[config.mk]
export PLATFORM = sky130hd
export DESIGN_NAME = axi_wr_master_split
export DESIGN_NICKNAME = d
export VERILOG_FILES = /design/src/rtl/axi_wr_master_split.sv
export SDC_FILE = /design/constraint.sdc
export NUM_CORES = 1
export LEC_CHECK = 0
export CAP_MARGIN = 20
export CORE_UTILIZATION = 50
export DETAILED_ROUTE_END_ITERATION = 6
export GPL_TIMING_DRIVEN = 0
export PLACE_DENSITY = 0.83
export SYNTH_ARGS = -nofsm -noshare
export SYNTH_HDL_FRONTEND = slang
export SYNTH_SLANG_ARGS = --single-unit
[constraint.sdc]
create_clock -name clk -period 5.5 [get_ports clk]
set_input_delay 0.825 -clock clk [delete_from_list [all_inputs] [get_ports clk]]
set_output_delay 0.825 -clock clk [all_outputs]
set_load 0.05 [all_outputs]
[src/rtl/axi_wr_master_split.sv]
// AXI4 write master that splits one user write request into bursts of at most
// MAX_BURST beats, never crossing a 2^COL_BITS-word row boundary.
module axi_wr_master_split #(
  parameter int unsigned ADDR_WIDTH = 26,
  parameter int unsigned DATA_WIDTH = 32,
  parameter int unsigned COL_BITS   = 10,
  parameter int unsigned MAX_BURST  = 16,
  parameter int unsigned CNT_WIDTH  = 16,
  parameter logic [3:0]  AXI_ID     = 4'hF,
  parameter logic [2:0]  AXSIZE     = 3'd2
) (
  input  logic                    clk,
  input  logic                    rst_n,
  input  logic                    init_end,
  input  logic                    wr_trig,
  input  logic [ADDR_WIDTH-1:0]   wr_addr,
  input  logic [CNT_WIDTH-1:0]    wr_beats,
  input  logic [DATA_WIDTH-1:0]   wr_data,
  output logic                    wr_data_en,
  output logic                    wr_ready,
  output logic                    wr_done,
  output logic                    wr_err,
  output logic [3:0]              axi_awid,
  output logic                    axi_awvalid,
  input  logic                    axi_awready,
  output logic [ADDR_WIDTH-1:0]   axi_awaddr,
  output logic [7:0]              axi_awlen,
  output logic [2:0]              axi_awsize,
  output logic [1:0]              axi_awburst,
  output logic                    axi_wvalid,
  input  logic                    axi_wready,
  output logic [DATA_WIDTH-1:0]   axi_wdata,
  output logic [DATA_WIDTH/8-1:0] axi_wstrb,
  output logic                    axi_wlast,
  input  logic                    axi_bvalid,
  input  logic [1:0]              axi_bresp,
  output logic                    axi_bready
);

  // Burst length fits 9 bits (MAX_BURST <= 256); compare in a width wide enough for all terms.
  localparam int unsigned LEN_W = 9;
  localparam int unsigned MAX_A = (CNT_WIDTH > COL_BITS + 1) ? CNT_WIDTH : COL_BITS + 1;
  localparam int unsigned CMP_W = (MAX_A > LEN_W) ? MAX_A : LEN_W;

  localparam logic [2:0] StIdle = 3'd0;
  localparam logic [2:0] StAw   = 3'd1;
  localparam logic [2:0] StW    = 3'd2;
  localparam logic [2:0] StB    = 3'd3;
  localparam logic [2:0] StDone = 3'd4;

  logic [2:0]            state_q, state_d;
  logic [ADDR_WIDTH-1:0] addr_q;
  logic [CNT_WIDTH-1:0]  rem_q;
  logic [7:0]            beat_q;
  logic [LEN_W-1:0]      len_q;
  logic                  awvalid_q, wvalid_q, err_q;
  logic [ADDR_WIDTH-1:0] awaddr_q;
  logic [7:0]            awlen_q;

  logic [ADDR_WIDTH-1:0] calc_addr;
  logic [CNT_WIDTH-1:0]  calc_rem;
  logic [COL_BITS:0]     room;
  logic [CMP_W-1:0]      l_min;
  logic [LEN_W-1:0]      burst_len;
  logic [7:0]            burst_awlen;

  logic req_go, aw_hs, w_beat, w_last, b_hs, more;

  // In IDLE the first burst is sized from the request inputs, otherwise from the running state.
  always_comb begin
    calc_addr = (state_q == StIdle) ? wr_addr : addr_q;
    calc_rem  = (state_q == StIdle) ? wr_beats : rem_q;
    room      = {1'b1, {COL_BITS{1'b0}}} - {1'b0, calc_addr[COL_BITS-1:0]};
    l_min     = CMP_W'(calc_rem);
    if (CMP_W'(MAX_BURST) < l_min) l_min = CMP_W'(MAX_BURST);
    if (CMP_W'(room) < l_min) l_min = CMP_W'(room);
    burst_len   = LEN_W'(l_min);
    burst_awlen = 8'(burst_len - LEN_W'(1));
  end

  assign req_go = (state_q == StIdle) & wr_trig & init_end & (wr_beats != '0);
  assign aw_hs  = (state_q == StAw) & awvalid_q & axi_awready;
  assign w_beat = (state_q == StW) & wvalid_q & axi_wready;
  assign w_last = w_beat & (beat_q == 8'd0);
  assign b_hs   = (state_q == StB) & axi_bvalid;
  assign more   = (rem_q != '0);

  always_comb begin
    state_d = state_q;
    case (state_q)
      StIdle:  if (req_go) state_d = StAw;
      StAw:    if (aw_hs) state_d = StW;
      StW:     if (w_last) state_d = StB;
      StB:     if (axi_bvalid) state_d = more ? StAw : StDone;
      StDone:  state_d = StIdle;
      default: state_d = StIdle;
    endcase
  end

  always_ff @(posedge clk) begin
    if (!rst_n) begin
      state_q   <= StIdle;
      addr_q    <= '0;
      rem_q     <= '0;
      beat_q    <= '0;
      len_q     <= '0;
      awvalid_q <= 1'b0;
      wvalid_q  <= 1'b0;
      err_q     <= 1'b0;
      awaddr_q  <= '0;
      awlen_q   <= '0;
    end else begin
      state_q <= state_d;
      if (req_go) begin
        addr_q    <= wr_addr;
        rem_q     <= wr_beats;
        err_q     <= 1'b0;
        len_q     <= burst_len;
        awaddr_q  <= wr_addr;
        awlen_q   <= burst_awlen;
        awvalid_q <= 1'b1;
      end
      if (aw_hs) begin
        awvalid_q <= 1'b0;
        wvalid_q  <= 1'b1;
        beat_q    <= awlen_q;
      end
      if (w_beat) begin
        if (beat_q == 8'd0) begin
          wvalid_q <= 1'b0;
          addr_q   <= addr_q + ADDR_WIDTH'(len_q);
          rem_q    <= rem_q - CNT_WIDTH'(len_q);
        end else begin
          beat_q <= beat_q - 8'd1;
        end
      end
      if (b_hs) begin
        if (axi_bresp != 2'b00) err_q <= 1'b1;
        // Next burst is issued straight from B so there is no idle cycle between bursts.
        if (more) begin
          len_q     <= burst_len;
          awaddr_q  <= addr_q;
          awlen_q   <= burst_awlen;
          awvalid_q <= 1'b1;
        end
      end
    end
  end

  assign wr_data_en  = axi_wvalid & axi_wready;
  assign wr_ready    = (state_q == StIdle) & init_end;
  assign wr_done     = (state_q == StDone);
  assign wr_err      = err_q;
  assign axi_awid    = AXI_ID;
  assign axi_awvalid = awvalid_q;
  assign axi_awaddr  = awaddr_q;
  assign axi_awlen   = awlen_q;
  assign axi_awsize  = AXSIZE;
  assign axi_awburst = 2'b01;
  assign axi_wvalid  = wvalid_q;
  assign axi_wdata   = wr_data;
  assign axi_wstrb   = '1;
  assign axi_wlast   = wvalid_q & (beat_q == 8'd0);
  assign axi_bready  = (state_q == StB);

endmodule

# Word-level counts from Yosys, hierarchy flattened

Cells that the tools add are included.

Register bits after elaboration: 99
Input port bits: 83
Output and inout bits: 87
Logic and storage cells: 81

$add $sub $neg: 5
$lt $le $gt $ge: 2
Eq/ne operators: 8
Multiplexer cells: 38
Bitwise gates (word level): 12
Reductions and logical operators: 6

Operators with widths:

| kind                                                                          | count |
|---|---|
| 26-bit two-way mux                                                            | 6 |
| 16-bit two-way mux                                                            | 5 |
| 8-bit two-way mux                                                             | 6 |
| 9-bit two-way mux                                                             | 4 |
| 16-bit nonzero test                                                           | 2 |
| 26-bit by 9-bit adder with 26-bit output                                      | 1 |
| 11-bit by 16-bit less-than comparator with 1-bit output                       | 1 |
| 5-bit by 16-bit less-than comparator with 1-bit output (first input constant) | 1 |
| 16-bit by 9-bit subtractor with 16-bit output                                 | 1 |
| 8-bit by 1-bit subtractor with 8-bit output (second input constant)           | 2 |
| 3-bit two-way mux                                                             | 5 |
| 1-bit AND                                                                     | 12 |
| 3-bit case mux with 4 select lines                                            | 1 |
| 11-bit by 10-bit subtractor with 11-bit output (first input constant)         | 1 |
| 1-bit two-way mux                                                             | 10 |
| 10-bit two-way mux                                                            | 1 |
| 8-bit logical NOT                                                             | 1 |
| 2-bit inequality test (second input constant)                                 | 4 |
| 3-bit by 2-bit equality test with 1-bit output (second input constant)        | 2 |
| 4-bit AND reduction                                                           | 1 |
| 3-bit by 1-bit equality test with 1-bit output (second input constant)        | 1 |
| 3-bit equality test (second input constant)                                   | 1 |
| 3-bit logical NOT                                                             | 1 |
| 2-bit nonzero test                                                            | 1 |

# Longest topological paths before layout

Depth after elaboration: 10
Mapped depth: 23
Gate-level depth less buffers: 19

# Least setup slack after synthesis

Ideal clock, no wire load.

Kind: input to register
From: input port wr_addr[4]
To: register awlen_q[4], in the netlist axi_awlen[4]
Setup time: 0.086 ns
Arrival time: 4.366 ns
Data required time: 5.414 ns
Path slack: 1.048 ns
Stages: 17
Path buffers: 2
Path through: or4_4 o32ai_4 o21a_1 o21ai_0 xnor2_1 ha_1 a21o_1 a21o_1 a2111oi_0 a211oi_1 buf_2 buf_2 mux2i_1 ha_1 o21ai_0 xor2_1 a211oi_1

Longest elaborated chain between the ends: 8

RTL lines:

| element                                                 | line | text |
|---|---|---|
| start, declared                                         | 16   | `input logic [ADDR_WIDTH-1:0] wr_addr,` |
| 10-bit two-way mux (*)                                  | 71   | `calc_addr = (state_q == StIdle) ? wr_addr : addr_q;` |
| 11-bit by 10-bit subtractor with 11-bit output (*)      | 73   | `room = {1'b1, {COL_BITS{1'b0}}} - {1'b0, calc_addr[COL_BITS-1:0]};` |
| 11-bit by 16-bit less-than comparator with 1-bit output | 76   | `if (CMP_W'(room) < l_min) l_min = CMP_W'(room);` |
| 9-bit two-way mux (*)                                   | 76   |  |
| 8-bit by 1-bit subtractor with 8-bit output (*)         | 78   | `burst_awlen = 8'(burst_len - LEN_W'(1));` |
| 8-bit two-way mux                                       | 114  | `if (req_go) begin` |
| 8-bit two-way mux                                       | 140  | `if (more) begin` |
| 8-bit two-way mux (*)                                   | 137  | `if (b_hs) begin` |
| end signal, assigned                                    | 120  | `awlen_q <= burst_awlen;` |
| end signal, assigned                                    | 143  | `awlen_q <= burst_awlen;` |
| end, declared                                           | 58   | `logic [7:0] awlen_q;` |

Mark *: on every way between the ends. The rest lies on a longest branch, timed or not.
A chain may end at the register's enable or synchronous reset.

# Worst setup path after layout

Ends and elaborated chain as after synthesis.

==> flow_summary.toml <==
[run_status]
outcome = "finished clean"

[sta]
worstMarginPinSlew_ps = 959
fin_tns_setup_ps = 0
worst_slew_margin_rel = 0.355
grt_setup_unrepaired = "no"
final_period_minus_worst_setup_slack_ps = 5170
fin_crit_sh = 0.940
fin_worst_skew_ps = 9.90
worst_hold_slack_ps = 455
max_freq_mhz = 193
slew_viol_final = 0
final-hold-violation-count = 0
timing.final.setup_violations = 0

[final_layout]
layout.cells.non_filler = 1184
synthesis_to_finish_area_growth_pct = 28.4
antenna_cells = 0
post_layout_util = 0.666
final_layout_size_suffix_gt1_frac = 0.0889
num-nets-final = 1123
final_design_area_no_fill_mm2 = 0.00847
fillCellCount = 1112

[global_route]
grt_overflow = 0
maximum_number_of_pins_on_one_net_before_global_route_repair = 17
antenna_found_initial = 0
grt_first_pass_wirelength_mm = 31.3
first_global_vias = 6096
grt_use_total = 0.304

[pwr]
fraction_of_power_consumed_by_combinational_cells = 0.297
vdd.ir_drop.worst_v = 0.000161
leakage_nw = 3.17
power_density_mw_per_mm2 = 251
power_report.internal_total_mw = 1.40
p_sw_mw = 0.723
power.share.clock = 0.330
power.share.sequential = 0.373
netSwitchingFraction = 0.340

[synth]
yosysTopAreaCell = "sky130_fd_sc_hd__dfxtp_1"
synthArstFlopShare = 0
post_synth.cell_area_avg_um2 = 7.74
synth.cells.most_frequent = "sky130_fd_sc_hd__nand2_1, sky130_fd_sc_hd__dfxtp_1, sky130_fd_sc_hd__a21oi_1, sky130_fd_sc_hd__nor2_1, sky130_fd_sc_hd__buf_4"
synth_top_flop_cell = "sky130_fd_sc_hd__dfxtp_1"
synth.lib_cells_used.distinct = 67
synth.ff_latch_count = 99
yosysTopAreaCellShare = 0.300
syn_inst = 853
synth_seq_area_share = 0.300
most_common_cell_in_the_netlist = "sky130_fd_sc_hd__nand2_1"
post_synth_instance_area_mm2 = 0.00660
synth_simple_gate_area_frac = 0.215
yosys-top-cells-area = "sky130_fd_sc_hd__dfxtp_1, sky130_fd_sc_hd__nand2_1, sky130_fd_sc_hd__ha_1"
post_synth_mux_area_share = 0.0250
synth_top_family_by_area = "compound AO/OA/AOI/OAI gates"
synth_fa_ha_area_frac = 0.0648
synthXorXnorAreaFrac = 0.0409
yosys_warnings = 0
synth_edf_count = 0
compound_gate_fraction_of_synth_area = 0.252

[setup_path]
critPathKind = "in2reg"
largest_fanout_of_any_net_on_the_critical_path = 10
timing.critical_path.arrival_ps = 5440
worstSetupEndpointType = "flop"
setup.worst_path.start_class = "input pin"
crit_path_required_time_ps = 5770

[clock_network]
ctsHtreeMaxLevel = 3
insertion_delay_ps = 360
clock-sinks = 99
cts_tree = "yes"
holdBufCountCts = 0
clockRootBuffer = "sky130_fd_sc_hd__clkbuf_16"
numCtsBuffers = 9
max_clock_buf_depth = 2
cts.reportedPaths.clkPinSlew_ps = 60

[place]
place.detailed.hpwl_mm = 15.5
numPortBuffers = 124
placedInstanceArea_mm2 = 0.00812
placed_cells_incl_taps = 1166
globalplace.congestion = 0.928

[floorplan]
io-pin-count = 170
die-area_mm2 = 0.0137
floorplan.initialDensity = 0.519
chipWidth_um = 117
die_h_um = 117
floorplan.rows = 41
placeableCoreArea_mm2 = 0.0127

[routing]
postRouteAntennaNets = 0
drc = 0
routedWlPerCell_um = 17.8
drtPass1Iterations = 5
drt_iter0_drc = 725
route.vias.total = 7005
routed_wirelength_mm = 21.0
viasPerCell = 5.92

[worst_hold_path]
holdCritPathClass = "reg2reg"

[job]
drv_cap = 0
## per-stage QoR
step,setup slack (ps),power [mW]
finish,332,2.13
global route,14.6,2.20
global placement,49.1,1.41
detailed placement,-25.1,1.42
CTS,67.9,2.11
floorplan,1050,1.23
## worst paths after layout
| check | start | end | slack, ps | cells past startpoint |
|---|---|---|---|---|
| worst max-delay path | wr_addr[4] | axi_awlen[4] | 330 | 18 |
| worst min-delay path | axi_awaddr[1] | axi_awaddr[1] | 450 | 2 |
| worst max register to register | state_q[0] | axi_awlen[4] | 360 | 23 |
| worst min register to register | axi_awaddr[1] | axi_awaddr[1] | 450 | 2 |
## per-layer routing
| metal | routed length, µm | share of wire | track usage |
|---|---|---|---|
| met5 | 0 | 0 | 0 |
| met4 | 571 | 0.027 | 0.117 |
| met3 | 2170 | 0.10 | 0.0644 |
| met2 | 9400 | 0.45 | 0.482 |
| met1 | 8880 | 0.42 | 0.405 |
## kinds of logic (layout without fill, tap and decap cells)
logic type	count (synthesis)	in the layout
xor+xnor	30	30
buf+inv	126	268
compound gates	247	247
mux	16	16
other cells	2	19
fa+ha+maj	33	33
flops	99	99
simple gates	300	300
## power groups by stage
stage / clock (mW) / combinational [mW] / sequential, mW
finish: 0.702 / 0.631 / 0.793
global route: 0.726 / 0.673 / 0.796
CTS: 0.701 / 0.619 / 0.791
detailed placement: 0 / 0.616 / 0.807
global placement: 0 / 0.608 / 0.807
floorplan: 0 / 0.382 / 0.848
## layout by cell type, fill, tap and decap left out, types with 21 or more instances in the layout
cell type                         instances
sky130_fd_sc_hd__clkdlybuf4s50_1        124
sky130_fd_sc_hd__nand2_1                112
sky130_fd_sc_hd__dfxtp_1                 99
sky130_fd_sc_hd__a21oi_1                 66
sky130_fd_sc_hd__nor2_1                  63
sky130_fd_sc_hd__buf_4                   47
sky130_fd_sc_hd__o21ai_0                 38
sky130_fd_sc_hd__clkbuf_1                37
sky130_fd_sc_hd__inv_1                   32
sky130_fd_sc_hd__ha_1                    31
sky130_fd_sc_hd__a22oi_1                 29
sky130_fd_sc_hd__nor3_1                  27
sky130_fd_sc_hd__a211oi_1                21
sky130_fd_sc_hd__xnor2_1                 21
## critical path: stages
cell                              delay, ps
sky130_fd_sc_hd__clkdlybuf4s50_1        500
sky130_fd_sc_hd__or4_4                  590
sky130_fd_sc_hd__o32ai_1                140
sky130_fd_sc_hd__nand2_1                140
sky130_fd_sc_hd__xor2_1                 380
sky130_fd_sc_hd__inv_1                   80
sky130_fd_sc_hd__ha_1                   300
sky130_fd_sc_hd__o21ai_0                 80
sky130_fd_sc_hd__o21ai_0                250
sky130_fd_sc_hd__a41oi_1                170
sky130_fd_sc_hd__a211oi_1               340
sky130_fd_sc_hd__buf_2                  310
sky130_fd_sc_hd__buf_2                  260
sky130_fd_sc_hd__mux2i_1                290
sky130_fd_sc_hd__ha_1                   260
sky130_fd_sc_hd__o21ai_0                130
sky130_fd_sc_hd__xor2_1                 160
sky130_fd_sc_hd__a211oi_1               220
## registers in the layout, summed over array words and instances (netlist names)
signal,flops
state_q,3
axi_wvalid,1
beat_q,8
len_q,9
rem_q,16
wr_err,1
axi_awaddr,26
axi_awlen,8
axi_awvalid,1
addr_q,26
## timing repair
item	CTS	global route
resized for setup	0	5
setup buffers	0	2
setup endpoints to repair	0	4
hold endpoints to repair	0	0
## layout make-up
class	count	area, µm²	area share
buffer	94	544	0.0642
clock buffer	11	233	0.0275
clock inverter	5	85.1	0.0100
inverter	32	120	0.0142
multi-input combinational	645	4040	0.477
sequential	99	1980	0.234
tap	172	215	0.0254
timing repair buffer	126	1260	0.148
Power figures use the tool's default switching activity.
